**src/rtl/axi_lite_slave_mem.sv**
```systemverilog
// axi_lite_slave_mem
//
// AXI4-Lite responder backed by a word-addressed on-chip memory. The read
// channel (AR/R) and write channel (AW/W/B) are served by two independent
// FSMs, so neither path ever stalls the other. Writes honour byte strobes.
// Accesses outside [BASE_ADDR, BASE_ADDR + DEPTH_WORDS*4) answer SLVERR.
// Out-of-range reads return zero data, and out-of-range writes leave memory
// untouched.
//
// Ports:
//   clk, rst          single rising-edge clock, synchronous active-high reset
//   AR*               read address channel (ARVALID/ARADDR in, ARREADY out)
//   R*                read data channel (RVALID/RDATA/RRESP out, RREADY in)
//   AW*               write address channel (AWVALID/AWADDR in, AWREADY out)
//   W*                write data channel (WVALID/WDATA/WSTRB in, WREADY out)
//   B*                write response channel (BVALID/BRESP out, BREADY in)
// All outputs are registered. Memory contents are not affected by rst.

module axi_lite_slave_mem #(
    parameter int          DEPTH_WORDS = 64,
    parameter logic [31:0] BASE_ADDR   = 32'h0000_0000
) (
    input  logic        clk,
    input  logic        rst,
    input  logic        ARVALID,
    input  logic [31:0] ARADDR,
    output logic        ARREADY,
    output logic        RVALID,
    output logic [31:0] RDATA,
    output logic [1:0]  RRESP,
    input  logic        RREADY,
    input  logic        AWVALID,
    input  logic [31:0] AWADDR,
    output logic        AWREADY,
    input  logic        WVALID,
    input  logic [31:0] WDATA,
    input  logic [3:0]  WSTRB,
    output logic        WREADY,
    output logic        BVALID,
    output logic [1:0]  BRESP,
    input  logic        BREADY
);

    localparam int          IDX_W       = $clog2(DEPTH_WORDS);
    localparam logic [31:0] SPAN        = 32'(DEPTH_WORDS * 4);
    localparam logic [1:0]  RESP_OKAY   = 2'b00;
    localparam logic [1:0]  RESP_SLVERR = 2'b10;

    typedef enum logic {R_IDLE, R_DATA}    rd_state_e;
    typedef enum logic {W_COLLECT, W_RESP} wr_state_e;

    // The borrow of a 33-bit subtract gives "addr < BASE_ADDR" without a
    // comparison that degenerates to a constant when BASE_ADDR is zero.
    function automatic logic addr_in_range(input logic [31:0] addr);
        logic [32:0] diff;
        diff = {1'b0, addr} - {1'b0, BASE_ADDR};
        return !diff[32] && (diff[31:0] < SPAN);
    endfunction

    // Word index ignores ADDR[1:0]; only meaningful when addr_in_range().
    function automatic logic [IDX_W-1:0] word_index(input logic [31:0] addr);
        logic [31:0] off;
        off = addr - BASE_ADDR;
        return IDX_W'(off >> 2);
    endfunction

    logic [31:0] mem [DEPTH_WORDS];

    // Read path state
    rd_state_e   rd_state_q, rd_state_d;
    logic        arready_q, arready_d;
    logic        rvalid_q, rvalid_d;
    logic [31:0] rdata_q, rdata_d;
    logic [1:0]  rresp_q, rresp_d;

    // Write path state
    wr_state_e   wr_state_q, wr_state_d;
    logic        aw_held_q, aw_held_d;
    logic        w_held_q, w_held_d;
    logic        awready_q, awready_d;
    logic        wready_q, wready_d;
    logic        bvalid_q, bvalid_d;
    logic [1:0]  bresp_q, bresp_d;
    logic [31:0] awaddr_q, awaddr_d;
    logic [31:0] wdata_q, wdata_d;
    logic [3:0]  wstrb_q, wstrb_d;

    logic             commit;
    logic             mem_we;
    logic [IDX_W-1:0] w_idx;

    assign ARREADY = arready_q;
    assign RVALID  = rvalid_q;
    assign RDATA   = rdata_q;
    assign RRESP   = rresp_q;
    assign AWREADY = awready_q;
    assign WREADY  = wready_q;
    assign BVALID  = bvalid_q;
    assign BRESP   = bresp_q;

    // Commit happens on the edge after both halves of the write are held.
    assign commit = (wr_state_q == W_COLLECT) && aw_held_q && w_held_q;
    assign mem_we = commit && addr_in_range(awaddr_q) && !rst;
    assign w_idx  = word_index(awaddr_q);

    // Read FSM next state. The memory is sampled combinationally here, so a
    // write landing on the same edge is not yet visible (read-before-write).
    always_comb begin
        rd_state_d = rd_state_q;
        arready_d  = arready_q;
        rvalid_d   = rvalid_q;
        rdata_d    = rdata_q;
        rresp_d    = rresp_q;
        case (rd_state_q)
            R_IDLE: begin
                arready_d = 1'b1;
                if (ARVALID && arready_q) begin
                    if (addr_in_range(ARADDR)) begin
                        rdata_d = mem[word_index(ARADDR)];
                        rresp_d = RESP_OKAY;
                    end else begin
                        rdata_d = 32'h0;
                        rresp_d = RESP_SLVERR;
                    end
                    rvalid_d   = 1'b1;
                    arready_d  = 1'b0;
                    rd_state_d = R_DATA;
                end
            end
            R_DATA: begin
                if (rvalid_q && RREADY) begin
                    rvalid_d   = 1'b0;
                    arready_d  = 1'b1;
                    rd_state_d = R_IDLE;
                end
            end
            default: rd_state_d = R_IDLE;
        endcase
    end

    // Write FSM next state. AW and W are collected independently in either
    // order; each ready drops as soon as its half is held.
    always_comb begin
        wr_state_d = wr_state_q;
        aw_held_d  = aw_held_q;
        w_held_d   = w_held_q;
        awready_d  = awready_q;
        wready_d   = wready_q;
        bvalid_d   = bvalid_q;
        bresp_d    = bresp_q;
        awaddr_d   = awaddr_q;
        wdata_d    = wdata_q;
        wstrb_d    = wstrb_q;
        case (wr_state_q)
            W_COLLECT: begin
                if (commit) begin
                    bvalid_d   = 1'b1;
                    bresp_d    = addr_in_range(awaddr_q) ? RESP_OKAY : RESP_SLVERR;
                    awready_d  = 1'b0;
                    wready_d   = 1'b0;
                    wr_state_d = W_RESP;
                end else begin
                    if (AWVALID && awready_q) begin
                        aw_held_d = 1'b1;
                        awaddr_d  = AWADDR;
                    end
                    if (WVALID && wready_q) begin
                        w_held_d = 1'b1;
                        wdata_d  = WDATA;
                        wstrb_d  = WSTRB;
                    end
                    awready_d = !aw_held_d;
                    wready_d  = !w_held_d;
                end
            end
            W_RESP: begin
                awready_d = 1'b0;
                wready_d  = 1'b0;
                if (bvalid_q && BREADY) begin
                    bvalid_d   = 1'b0;
                    aw_held_d  = 1'b0;
                    w_held_d   = 1'b0;
                    awready_d  = 1'b1;
                    wready_d   = 1'b1;
                    wr_state_d = W_COLLECT;
                end
            end
            default: wr_state_d = W_COLLECT;
        endcase
    end

    // Control and response registers
    always_ff @(posedge clk) begin
        if (rst) begin
            rd_state_q <= R_IDLE;
            arready_q  <= 1'b0;
            rvalid_q   <= 1'b0;
            rdata_q    <= 32'h0;
            rresp_q    <= RESP_OKAY;
            wr_state_q <= W_COLLECT;
            aw_held_q  <= 1'b0;
            w_held_q   <= 1'b0;
            awready_q  <= 1'b0;
            wready_q   <= 1'b0;
            bvalid_q   <= 1'b0;
            bresp_q    <= RESP_OKAY;
        end else begin
            rd_state_q <= rd_state_d;
            arready_q  <= arready_d;
            rvalid_q   <= rvalid_d;
            rdata_q    <= rdata_d;
            rresp_q    <= rresp_d;
            wr_state_q <= wr_state_d;
            aw_held_q  <= aw_held_d;
            w_held_q   <= w_held_d;
            awready_q  <= awready_d;
            wready_q   <= wready_d;
            bvalid_q   <= bvalid_d;
            bresp_q    <= bresp_d;
        end
    end

    // Latched write address/data; qualified by the held flags, so no reset.
    always_ff @(posedge clk) begin
        awaddr_q <= awaddr_d;
        wdata_q  <= wdata_d;
        wstrb_q  <= wstrb_d;
    end

    // Byte-strobed memory write
    always_ff @(posedge clk) begin
        if (mem_we) begin
            for (int i = 0; i < 4; i++) begin
                if (wstrb_q[i]) begin
                    mem[w_idx][8*i +: 8] <= wdata_q[8*i +: 8];
                end
            end
        end
    end

endmodule

```
**config.mk**
```make
export PLATFORM = sky130hd
export DESIGN_NAME = axi_lite_slave_mem
export DESIGN_NICKNAME = d
export VERILOG_FILES = /design/src/rtl/axi_lite_slave_mem.sv
export SDC_FILE = /design/constraint.sdc
export NUM_CORES = 2
export LEC_CHECK = 0
export BUFFER_PORTS_ARGS = -buffer_cell sky130_fd_sc_hd__buf_2
export CELL_PAD_IN_SITES_DETAIL_PLACEMENT = 1
export CELL_PAD_IN_SITES_GLOBAL_PLACEMENT = 2
export CORE_MARGIN = 2
export CORE_UTILIZATION = 45
export CTS_CLUSTER_SIZE = 10
export DETAILED_ROUTE_END_ITERATION = 6
export PLACE_DENSITY_LB_ADDON = 0.1
export SYNTH_ARGS = -nofsm -noshare
export SYNTH_HDL_FRONTEND = slang
export SYNTH_SLANG_ARGS = --single-unit
```
**constraint.sdc**
```tcl
create_clock -name clk -period 2.4 [get_ports clk]
set_input_delay 0.36 -clock clk [delete_from_list [all_inputs] [get_ports clk]]
set_output_delay 0.36 -clock clk [all_outputs]
set_load 0.05 [all_outputs]
```
==> summary.txt <==
Die
  – Die Ht: 433 µm
  – Starting density of the core: 45.2%
  – Die width: approximately 430 µm
  – Row count: about 160
  – Total core area: 0.183 mm²
  – Die ar.: 0.187 mm²
  – IO Count: 148

Detailed routing
  – Total Routed Length: 237000 µm
  – TritonRoute pass-1 iters: 7
  – Final ANT Viol Nets: 0
  – Routed via count: 42384
  – DRC violations left: 0
  – WL/cell: 32.3 µm
  – Vias per cell: 5.76
  – Starting DRT DRC Count: 4000

Clock tree
  – Post-CTS Setup Inserts: 0
  – Latest clock arrival within the worst-skew pair: 0.87 ns
  – Clock Path Buffers: 3
  – CTS sink count: 2157
  – CTS H-tree lvls: 4
  – Clock root buffer: clkbuf_16
  – Clk slew on worst S/H paths: 0.06 ns
  – TritonCTS clock tree: yes
  – TritonCTS Buffers: 237

Place
  – Placed cell count: 6881
  – Dpl ws: -0.299 ns
  – Dpl cell area: 0.0911 mm²
  – Post-DP HPWL: 157000 µm
  – Placer Congestion: approximately 0.83
  – I/O Buffers: roughly 140

Critical path
  – Critical Path End: mem[15][4]
  – End of the worst register-to-register path: mem[15][4]
  – WP data required: 2.96 ns
  – Setup crit start kind: flip-flop
  – CP Max Fanout: 8
  – Worst Setup Path Type: reg -> reg
  – CP arrival: 3.00 ns
  – Crit path capture type: flip-flop
  – Crit path from: awaddr_q[4]
  – Worst r2r src: awaddr_q[4]
  – Worst R2R Path Depth: 4
  – R2r setup slk: -0.05 ns

Synth
  – Synthesized flop and latch total: 2157
  – Syn. warnings: 0
  – Primary FF master, synth: edfxtp_1
  – Post-synthesis sequential area ratio: 77.8%
  – Netlist cell types: 49
  – Mean Syn Cell Area: approximately 21 µm²
  – EDFF count, synth: 2114
  – Share of the synthesized area in the top cell type: between 70% and 80%
  – Largest cells by area after synthesis: edfxtp_1 77%, mux4_2 13%, mux2i_1 2.4%, a22oi_1 1.4%, nor2_1 1.3%
  – Async SR Flop Fraction: 0%
  – Post-synth top area cell: edfxtp_1
  – Cells after Synth: 3917
  – Mapped Area: 0.0827 mm²

Power
  – Worst VDD drop: roughly 840 µV
  – Total power: 77.7 mW
  – Lkg Pwr: 32.2 nW
  – Pwr dens: between 700 and 800 mW/mm²

GRT
  – GRT met3 Usage: 3.72%
  – First-pass GRT wire length: 336000 µm
  – GR Util met2: 42.0%
  – Initial antenna violation count: 3
  – Total GRT Usage: 25.7%
  – GRT busiest layer: met2
  – GRT Residual Overflow: 0
  – Met1 Track Usage GR: 35.9%
  – Vias in the first global route: 44333
  – Largest net degree at the start of global routing: 65

Outcome
  – Status: finished, violations left
  – Failing checks: setup timing

Finish
  – Final Util: 54.1%
  – Filler cell count: around 16000
  – Area delta synth->final: 19.8%
  – Layout Nets: 4840
  – Design Area, Final: a little under 0.1 mm²
  – Share of layout cells above drive strength 1: between 30% and 40%
  – Layout Cells excl Fill: between 7000 and 8000

Timing
  – Slew headroom: 38.4%
  – Clock Skews: about 0.029 ns
  – Clock period minus worst slack: 2.45 ns
  – Setup TNS: -0.553 ns
  – Final setup fails: 19
  – Final Cycle Share: 102%
  – Hold Vio Cnt, Final: 0
  – Post-route setup slack: -0.0461 ns
  – RSZ-0062 raised after global routing: yes
  – Fin Hold WS: 0.120 ns
  – Max Slew Vio Count: 0
  – Worst slew pin tran: 0.924 ns
  – Max Freq: 409 MHz

Worst hold path
  – Worst min-delay path class: in -> reg

Flow run
  – Max_cap viols: 0
==> cells in the mapped netlist (3+ instances only) <==
cell       instances
mux4_2           479
nor3b_1            6
clkbuf_1          99
o211ai_1          22
dfxtp_1           43
inv_1             26
buf_1              7
buf_2             90
and3b_1            4
and3_1             4
o2111ai_1          4
a211o_1            5
a21o_1             6
buf_4             16
edfxtp_1        2114
nand2b_1           4
a31oi_1            8
a32oi_1            3
a211oi_1          15
nand4_1           25
nor2_1           280
a21oi_1           17
nor2b_1           13
mux2i_1          196
o21ai_0            8
a22oi_1          156
nand2_1          144
nand3_1           57
and2_1            10
nor3_1             9
nor4_1            12
o22ai_1            8
buf_6             11
==> how the worst min path moves through the flow <==
stage / start / slack, ns / end / depth (start not counted)
5_1_grt: ARADDR[6] / 0.11 / RDATA[18] / 5
2_1_floorplan: rd_state_q / 0.44 / RVALID / 1
6_report: ARADDR[6] / 0.12 / RDATA[1] / 4
3_5_place_dp: rd_state_q / 0.48 / RVALID / 1
4_1_cts: rst / 0.03 / RDATA[18] / 3
3_3_place_gp: rd_state_q / 0.47 / RVALID / 1
==> cells by family (layout without fill, tap and decap cells) <==
family | Yosys count | after routing | share of synthesized area, %
muxes | 676 | 676 | 15.4
other | 1 | 8 | 0.00454
buffers and inverters | 249 | 1219 | 1.44
DFF | 2157 | 2157 | 77.8
AOI/OAI and AO/OA | 260 | 260 | 2.29
and+or+nand+nor | 574 | 574 | 2.99
==> report_power, final <==
group	switching, mW	internal [mW]	leakage, nW	total, mW
Combinational	2.22	1.58	9.68	3.80
Sequential	0.0607	41.4	19.4	41.4
Clock	13.9	18.5	3.21	32.4
Total	16.2	61.4	32.2	77.7
==> state kept, by name (all words and copies together) (netlist names) <==
name / cells
AWREADY: 1
BVALID: 1
RVALID: 1
RRESP: 1
awaddr_q: 30
rd_state_q: 1
wr_state_q: 1
wstrb_q: 4
w_held_q: 1
BRESP: 1
WREADY: 1
RDATA: 32
aw_held_q: 1
ARREADY: 1
mem: 2048
wdata_q: 32
==> layout make-up <==
class	instances	area (µm²)	area share, %
Antenna cell	6	15.0	0.0152
Clock buffer	383	6610	6.67
Clock inverter	11	86.3	0.0872
Inverter	26	101	0.102
Multi-Input combinational cell	1512	17400	17.6
Sequential cell	2157	64300	65.0
Tap cell	2464	3080	3.11
Timing Repair Buffer	799	7360	7.43
==> worst max-delay path: stages (launching register included) <==
cell and delay (ns):
edfxtp_1 0.63, and3_1 0.47, nand2_1 0.52, nor2_1 0.30, buf_6 0.19
==> routing by layer <==
metal  vias to the layer above  wire length [µm]
met5                         -                 0
li1                      17826                 -
met3                       277             12600
met1                     23007            101000
met4                         0              7100
met2                      1274            117000
==> cell usage in the layout, fill, tap and decap left out, types with 54 or more instances in the layout <==
cell type / netlist / layout
edfxtp_1: 2114 / 2114
mux4_2: 479 / 479
buf_4: 16 / 425
clkbuf_16: 0 / 242
nor2_1: 280 / 215
mux2i_1: 196 / 196
a22oi_1: 156 / 156
clkbuf_1: 99 / 139
buf_2: 90 / 137
nand2_1: 144 / 134
buf_12: 0 / 103
dlygate4sd3_1: 0 / 77
nor2_2: 1 / 62
nand3_1: 57 / 57
buf_6: 11 / 54
==> repair_timing <==
action / in CTS / in global routing
hold endpoints to repair: 76 / 0
pin swaps: 0 / 2
resized for setup: 2 / 123
hold buffers: 77 / 0
cloned: 0 / 0
endpoints found under the setup margin: 365 / 2072
No activity file was read; power rests on OpenSTA's default activity.
